--- src/rtl/pc_pkg.sv ---
// Shared defaults and operation encoding for the program counter with
// return-address stack.
package pc_pkg;

  localparam int PSIZE_DEFAULT     = 6;
  localparam int RAS_DEPTH_DEFAULT = 4;

  typedef enum logic [2:0] {
    OP_HOLD   = 3'd0,
    OP_INCR   = 3'd1,
    OP_BRANCH = 3'd2,
    OP_JUMP   = 3'd3,
    OP_CALL   = 3'd4,
    OP_RET    = 3'd5
  } pc_op_t;

endpackage

--- src/rtl/pc_ras.sv ---
// Return-address stack: LIFO storage with a reset-cleared depth counter.
// Storage itself is never reset; entries at or above depth are unreachable.
module pc_ras
  import pc_pkg::*;
#(
  parameter int Psize    = PSIZE_DEFAULT,
  parameter int RasDepth = RAS_DEPTH_DEFAULT
) (
  input  logic                             clk,
  input  logic                             nReset,
  input  logic                             push,
  input  logic                             pop,
  input  logic [Psize-1:0]                 wdata,
  output logic [Psize-1:0]                 rdata,
  output logic [$clog2(RasDepth+1)-1:0]    depth
);

  localparam int DW = $clog2(RasDepth + 1);
  localparam int AW = $clog2(RasDepth);
  localparam logic [DW-1:0] FULL_DEPTH = DW'(RasDepth);

  logic [Psize-1:0] mem_r [2**AW];
  logic [DW-1:0]    depth_r;
  logic [DW-1:0]    top_s;
  logic [AW-1:0]    wr_idx_s;
  logic [AW-1:0]    rd_idx_s;

  // depth-1 always fits in AW bits whenever a read is meaningful (depth >= 1)
  assign top_s    = depth_r - DW'(1);
  assign wr_idx_s = depth_r[AW-1:0];
  assign rd_idx_s = top_s[AW-1:0];
  assign rdata    = mem_r[rd_idx_s];
  assign depth    = depth_r;

  // Stack storage write; pushes are only issued when not full
  always_ff @(posedge clk) begin
    if (push && (depth_r != FULL_DEPTH)) begin
      mem_r[wr_idx_s] <= wdata;
    end
  end

  // Depth counter with guarded increment/decrement
  always_ff @(posedge clk or negedge nReset) begin
    if (!nReset) begin
      depth_r <= '0;
    end else if (pop && (depth_r != DW'(0))) begin
      depth_r <= depth_r - DW'(1);
    end else if (push && (depth_r != FULL_DEPTH)) begin
      depth_r <= depth_r + DW'(1);
    end else begin
      depth_r <= depth_r;
    end
  end

endmodule

--- src/rtl/pc_stack.sv ---
// Program counter with relative branch, absolute jump, and call/return
// through a return-address stack; one operation per enabled cycle.
module pc_stack
  import pc_pkg::*;
#(
  parameter int Psize    = PSIZE_DEFAULT,
  parameter int RasDepth = RAS_DEPTH_DEFAULT
) (
  input  logic                             clk,
  input  logic                             nReset,
  input  logic                             en,
  input  logic                             branch,
  input  logic [Psize-1:0]                 offset,
  input  logic                             jump,
  input  logic                             call,
  input  logic                             ret,
  input  logic [Psize-1:0]                 target,
  output logic [Psize-1:0]                 PCout,
  output logic [$clog2(RasDepth+1)-1:0]    depth,
  output logic                             ras_full,
  output logic                             ras_empty,
  output logic                             ras_err
);

  localparam int DW = $clog2(RasDepth + 1);
  localparam logic [DW-1:0] FULL_DEPTH = DW'(RasDepth);

  pc_op_t           op_s;
  logic [Psize-1:0] pc_r;
  logic [Psize-1:0] pc_next_s;
  logic [Psize-1:0] addend_s;
  logic [Psize-1:0] sum_s;
  logic [Psize-1:0] rdata_s;
  logic             push_s;
  logic             pop_s;
  logic             err_set_s;
  logic             err_r;

  pc_ras #(
    .Psize    (Psize),
    .RasDepth (RasDepth)
  ) u_ras (
    .clk    (clk),
    .nReset (nReset),
    .push   (push_s),
    .pop    (pop_s),
    .wdata  (sum_s),
    .rdata  (rdata_s),
    .depth  (depth)
  );

  // Priority decode: ret > call > jump > branch > increment
  always_comb begin
    op_s = OP_HOLD;
    if (!en) begin
      op_s = OP_HOLD;
    end else if (ret) begin
      op_s = OP_RET;
    end else if (call) begin
      op_s = OP_CALL;
    end else if (jump) begin
      op_s = OP_JUMP;
    end else if (branch) begin
      op_s = OP_BRANCH;
    end else begin
      op_s = OP_INCR;
    end
  end

  // Single shared adder; its +1 result doubles as the call return address.
  // Offset is already Psize wide, so modulo addition equals sign-extended addition.
  assign addend_s  = (op_s == OP_BRANCH) ? offset : Psize'(1);
  assign sum_s     = pc_r + addend_s;
  assign ras_full  = (depth == FULL_DEPTH);
  assign ras_empty = (depth == DW'(0));

  // Next-PC selection and stack/error control
  always_comb begin
    pc_next_s = pc_r;
    push_s    = 1'b0;
    pop_s     = 1'b0;
    err_set_s = 1'b0;
    case (op_s)
      OP_HOLD: pc_next_s = pc_r;
      OP_INCR, OP_BRANCH: pc_next_s = sum_s;
      OP_JUMP: pc_next_s = target;
      OP_CALL: begin
        pc_next_s = target;
        if (ras_full) begin
          err_set_s = 1'b1;
        end else begin
          push_s = 1'b1;
        end
      end
      OP_RET: begin
        if (ras_empty) begin
          pc_next_s = sum_s;
          err_set_s = 1'b1;
        end else begin
          pc_next_s = rdata_s;
          pop_s     = 1'b1;
        end
      end
      default: pc_next_s = pc_r;
    endcase
  end

  // PC register and sticky error flag
  always_ff @(posedge clk or negedge nReset) begin
    if (!nReset) begin
      pc_r  <= '0;
      err_r <= 1'b0;
    end else begin
      pc_r  <= pc_next_s;
      err_r <= err_r | err_set_s;
    end
  end

  assign PCout   = pc_r;
  assign ras_err = err_r;

endmodule

--- config.mk ---
export PLATFORM = sky130hd
export DESIGN_NAME = pc_stack
export DESIGN_NICKNAME = d
export VERILOG_FILES = /design/src/rtl/pc_pkg.sv /design/src/rtl/pc_ras.sv /design/src/rtl/pc_stack.sv
export SDC_FILE = /design/constraint.sdc
export NUM_CORES = 1
export LEC_CHECK = 0
export ABC_AREA = 1
export BUFFER_PORTS_ARGS = -buffer_cell sky130_fd_sc_hd__buf_2
export CAP_MARGIN = 0
export CORE_ASPECT_RATIO = 1.25
export CORE_MARGIN = 2
export CORE_UTILIZATION = 56
export DETAILED_ROUTE_END_ITERATION = 8
export PLACE_DENSITY = 0.89
export SETUP_SLACK_MARGIN = 0.02
export SLEW_MARGIN = 20
export SYNTH_ARGS = -nofsm -noshare
export SYNTH_HDL_FRONTEND = slang
export SYNTH_SLANG_ARGS = --single-unit
export TNS_END_PERCENT = 100
--- constraint.sdc ---
create_clock -name clk -period 2.9 [get_ports clk]
set_clock_uncertainty 0.15 [all_clocks]
set_input_delay 0.58 -clock clk [delete_from_list [all_inputs] [get_ports clk]]
set_output_delay 0.58 -clock clk [all_outputs]
set_load 0.02 [all_outputs]
* Word level (Yosys, flattened, before mapping)
Memory sizes are Yosys's and may differ from the RTL's. Index checks and enable logic that the tools add are counted.
Word-level totals: bits in registers 10, latch bits 0, bits in writable memories 24, ROM bits 0, input port bits 19, output and inout port bits 12, word-level logic and storage cells 42, memories kept 1
Memories:
- u_ras.mem_r | words 4, width 6, read ports 1, clocked after Yosys merged registers in 0, write ports 1, RTL line pc_ras.sv:22 | logic [Psize-1:0] mem_r [2**AW];
Cells by class: $add $sub $neg 3, multipliers 0, divide/modulo/power cells 0, $lt $le $gt $ge 0, eq/ne operators 7, shift-type cells 0, mux-type cells 19, bitwise logic cells 1, reduce and logical (&&, ||, !) cells 8
Operator list (number):
- $pmux W6 S3 | 1
- $mux W3 | 5
- $mux W6 | 2
- $eq A3 B3 Y1 const B | 3
- $mux W1 | 8
- $add A6 B6 Y6 | 1
- $eq A3 B2 Y1 const B | 2
- $reduce_bool A3 Y1 | 2
- $mux W2 | 2
- $reduce_or A2 Y1 | 2
- $add A3 B1 Y3 const B | 1
- $eq A3 B1 Y1 const B | 1
- $logic_not A3 Y1 | 1
- $ne A3 B3 Y1 const B | 1
- $sub A3 B1 Y3 const B | 1
- $logic_and A1 B1 Y1 | 2
- $pmux W1 S2 | 1
- $reduce_bool A2 Y1 | 1
- $or A1 B1 Y1 | 1

* Longest topological paths before layout
depth after elaboration 10, gate-level depth with buffers 13, depth with buffers taken out 13

* Cells and area by module
A second synthesis with hierarchy kept.
Unflattened totals: cells, all modules 230, area, all modules 2020.7 um^2
Modules (own cells, without submodules):
- pc_ras | instances 1, cells an instance 109, area an instance 1271.2 um^2, sequential area each 795.8 um^2
- pc_stack | instances 1, cells an instance 121, area an instance 749.5 um^2, sequential area each 175.2 um^2

* Worst setup path after synthesis
Ideal clock, no wire load.
path kind input-to-reg, start point in call, end point reg pc_r[4], in the netlist PCout[4], library setup time 77 ps, arrival 2360 ps, data required time 2673 ps, path slack 312 ps, stages 10, buffers on the path 0, cells stage by stage nor2_4 > nand4_1 > or2_2 > ha_1 > fa_1 > nand3_1 > nand2_1 > xor2_1 > nand2_1 > a21oi_1
Between the ends: word-level cells in the longest chain between the ends 8, elaborated cells on any way between the ends 15, classes of those cells 1 x add/sub; 5 x eq/ne; 6 x mux; 3 x reduce/logical
RTL lines:
- from (decl) | RTL line pc_stack.sv:15 | input logic call,
- $mux W3 (*) | RTL line pc_stack.sv:59 | end else if (call) begin
- $mux W3 (*) | RTL line pc_stack.sv:57 | end else if (ret) begin
- $mux W3 (*) | RTL line pc_stack.sv:55 | if (!en) begin
- $eq A3 B2 Y1 (*) | RTL line pc_stack.sv:72 | assign addend_s = (op_s == OP_BRANCH) ? offset : Psize'(1);
- $mux W6 (*) | RTL line pc_stack.sv:72
- $add A6 B6 Y6 (*) | RTL line pc_stack.sv:73 | assign sum_s = pc_r + addend_s;
- via sum_s[4] | RTL line pc_stack.sv:32 | logic [Psize-1:0] sum_s;
- $mux W6 | RTL line pc_stack.sv:96 | if (ras_empty) begin
- $pmux W6 S3 (*) | RTL line pc_stack.sv:83 | case (op_s)
- to (signal assigned) | RTL line pc_stack.sv:114 | pc_r <= pc_next_s;
- to (decl) | RTL line pc_stack.sv:29 | logic [Psize-1:0] pc_r;
The timed path passes the listed nets; every way through them passes the cells marked *. A chain may end at the register's enable or synchronous reset.

* Worst setup path after layout
Same ends and word-level chain as after synthesis.

==> flow_summary.ini <==
[logic_synthesis]
ys_top_cells_by_area = edfxtp_1, dfrtp_1, nor2_1, nand2_1, ha_1
synth_ff_type = edfxtp_1
synth_edf_count = 24
post-synth-top-area-fraction = 0.376
syn-num-nets = 259
syn_area_per_cell_um2 = 8.37
synth-seq-cells = 34
yosys-top-cells-count = nor2_1, nand2_1, inv_1
syn-cell-area_um2 = 1920
yosys_warnings = 0
postSynthCellCount = 229
synthArstFlopShare = 0.294
synth_largest_area_cell = edfxtp_1
synth.distinct_cells = 25
yosysMostFrequentCell = nor2_1
seq_area_frac_synth = 0.507

[timing]
fin_crit_ps = 2510
rsz0062_at_grt = no
tightest_slew_ps = 590
layout_setup_ws_ps = 389
whs_ps = 0.816
slew_headroom = 0.606
final-hold-violation-count = 0
timing.final.crit_share = 0.866
setup_tns_ps = 0
slew_violations = 0
setup_viol = 0
fmax_mhz = 398

[placed_design]
routabilityCongestion = 0.912
io_buffer_count = 30
dp.cells = 300
pre_cts_ws_ps = 91.4
placed_cell_area_um2 = 2150
dp_hpwl_um = 2980

[hold_path]
hold_class = in2async

[run_status]
status = complete, no violations

[power]
p_per_area_nw_per_um2 = 883
power_switching_mw = 0.801
swShare = 0.400
seq_power_share = 0.353
pwr-share-comb = 0.430
power.share.clock = 0.217
vdd_drop_max_uv = 747
p_leak_nw = 1.11
finalPower_mw = 2.00
internal-power_mw = 1.20

[die]
start_util = 0.589
die_area_um2 = 3910
dieWidth_um = 56.3
coreArea_um2 = 3250
num_io_pins = 31
row_count = 23
die_h_um = 69.4

[worst_setup_path]
worstPathBufferInverterCount = 1
ff2ff_path_depth = 7
critPathKind = in2reg
end_kind = flip-flop
critPathArrivalTime_ps = 2580
slowest_delay_ps = 410
cp_cell_sequence = buf_2 > nor2_4 > nand4_1 > or2_2 > ha_1 > fa_1 > nand3_1 > nand2_1 > xor2_1 > nand2_1 > a21oi_1
rrSetupSlack_ps = 820
worstReg2RegStart = u_ras.depth[1]$_DFFE_PN0P_
crit_slowest_cell = fa_1
cpMostUsedCell = nand2_1
startpoint_type = input pin
r2r_end = u_ras.mem_r[2][1]$_DFFE_PP_
required_ps = 2970
path_delay_family = simple AND/OR/NAND/NOR gates
crit_fanout = 5

[cells_and_area]
stdcell_count = 308
drive_above_1_share = 0.196
fin_nets = 300
syn_to_final_growth_pct = 18.2
fin_util = 0.696
stdcell_area_um2 = 2260
diodes = 0

[clock_tree]
cts_made_buffers = 5
path_clk_slew_ps = 70
cts_resized = 0
htreeDepth = 2
clockBufferDepth = 2
cts_tree = done
clock_latency_ps = 290
post_cts_buffers = 0
holdBufCountCts = 0
cts-root-buf = clkbuf_8
cts_sinks = 34

[drt]
viasPerCell = 5.27
vias = 1623
dr.pass1.iters = 5
antenna_left = 0
avgRoutedWirePerCell_um = 13.0
drt_iter0_drc = 73
wirelength_um = 3990
drc = 0

[grt]
grt.total_usage = 0.227
antenna_found_initial = 0
overflow = 0
grt_max_degree = 17
grt_pass1_wl_um = 6720
first_global_vias = 1532

[run]
drv_cap = 0
==> worst max path at each step <==
stage / slack [ps] / cells after the start / start / end
CTS: 410 / 11 / call / PCout[4]$_DFFE_PN0P_
finish: 390 / 11 / call / PCout[4]$_DFFE_PN0P_
global placement: 160 / 11 / call / PCout[4]$_DFFE_PN0P_
detailed placement: 90 / 11 / call / PCout[4]$_DFFE_PN0P_
global route: 250 / 11 / call / PCout[4]$_DFFE_PN0P_
floorplan: 310 / 10 / call / PCout[4]$_DFFE_PN0P_
==> power groups by stage <==
stage / registers, mW / logic [mW] / clock network [mW]
finish: 0.706 / 0.861 / 0.434
global route: 0.717 / 0.973 / 0.463
CTS: 0.705 / 0.860 / 0.440
detailed placement: 0.714 / 0.854 / 0
global placement: 0.711 / 0.823 / 0
floorplan: 0.779 / 0.519 / 0
==> logic make-up (layout without fill, tap and decap cells) <==
kind of cell | count (synthesis) | count (layout) | synth area share
simple gates | 122 | 122 | 0.257
flops | 34 | 34 | 0.507
buf+inv | 32 | 74 | 0.0640
compound gates | 25 | 25 | 0.0738
fa+ha+maj | 11 | 11 | 0.0758
xor+xnor | 5 | 5 | 0.0229
==> final cells by class <==
class | count | area, um^2
fill | 257 | 987
sequential | 34 | 971
multi-input combinational | 163 | 822
timing repair buffer | 37 | 203
inverter | 29 | 109
clock buffer | 5 | 68.8
tap | 37 | 46.3
clock inverter | 3 | 45.0
==> sequential cells by signal, indices dropped and copies added, names as in the netlist <==
name	cells
u_ras.mem_r	24
PCout	6
u_ras.depth	3
ras_err	1
==> worst reg2reg max path: cells and delay by family, from the launching register on <==
family	cells	cell delay, ps
DFF	1	390
buffers and inverters	3	260
adders and majority gates	1	210
and+or+nand+nor	3	700
==> placed cells by master (no fill, tap or decap) <==
| cell type | instances |
|---|---|
| a31oi_1 | 1 |
| a21oi_1 | 7 |
| nand3_2 | 1 |
| o22ai_1 | 1 |
| clkinvlp_4 | 2 |
| o21ai_0 | 12 |
| a21oi_2 | 2 |
| o21ai_2 | 1 |
| edfxtp_1 | 24 |
| nor2_1 | 57 |
| o211ai_1 | 1 |
| nand4_1 | 2 |
| dfrtp_1 | 10 |
| xor2_1 | 5 |
| nand3_1 | 7 |
| inv_2 | 1 |
| clkbuf_8 | 5 |
| nor3_1 | 1 |
| bufinv_16 | 1 |
| buf_2 | 30 |
| nor2_2 | 1 |
| inv_1 | 28 |
| nor2_4 | 1 |
| nand2_1 | 51 |
| buf_4 | 7 |
| ha_1 | 10 |
| or2_2 | 1 |
| fa_1 | 1 |
==> per-layer routing <==
metal	routed length, um	track usage	up-vias	share of wire
met5	0	0	-	0
met4	119	0.0979	0	0.030
met3	240	0.0541	12	0.060
met2	2080	0.405	57	0.52
li1	-	-	813	-
met1	1550	0.252	741	0.39
Power figures use the tool's default switching activity.
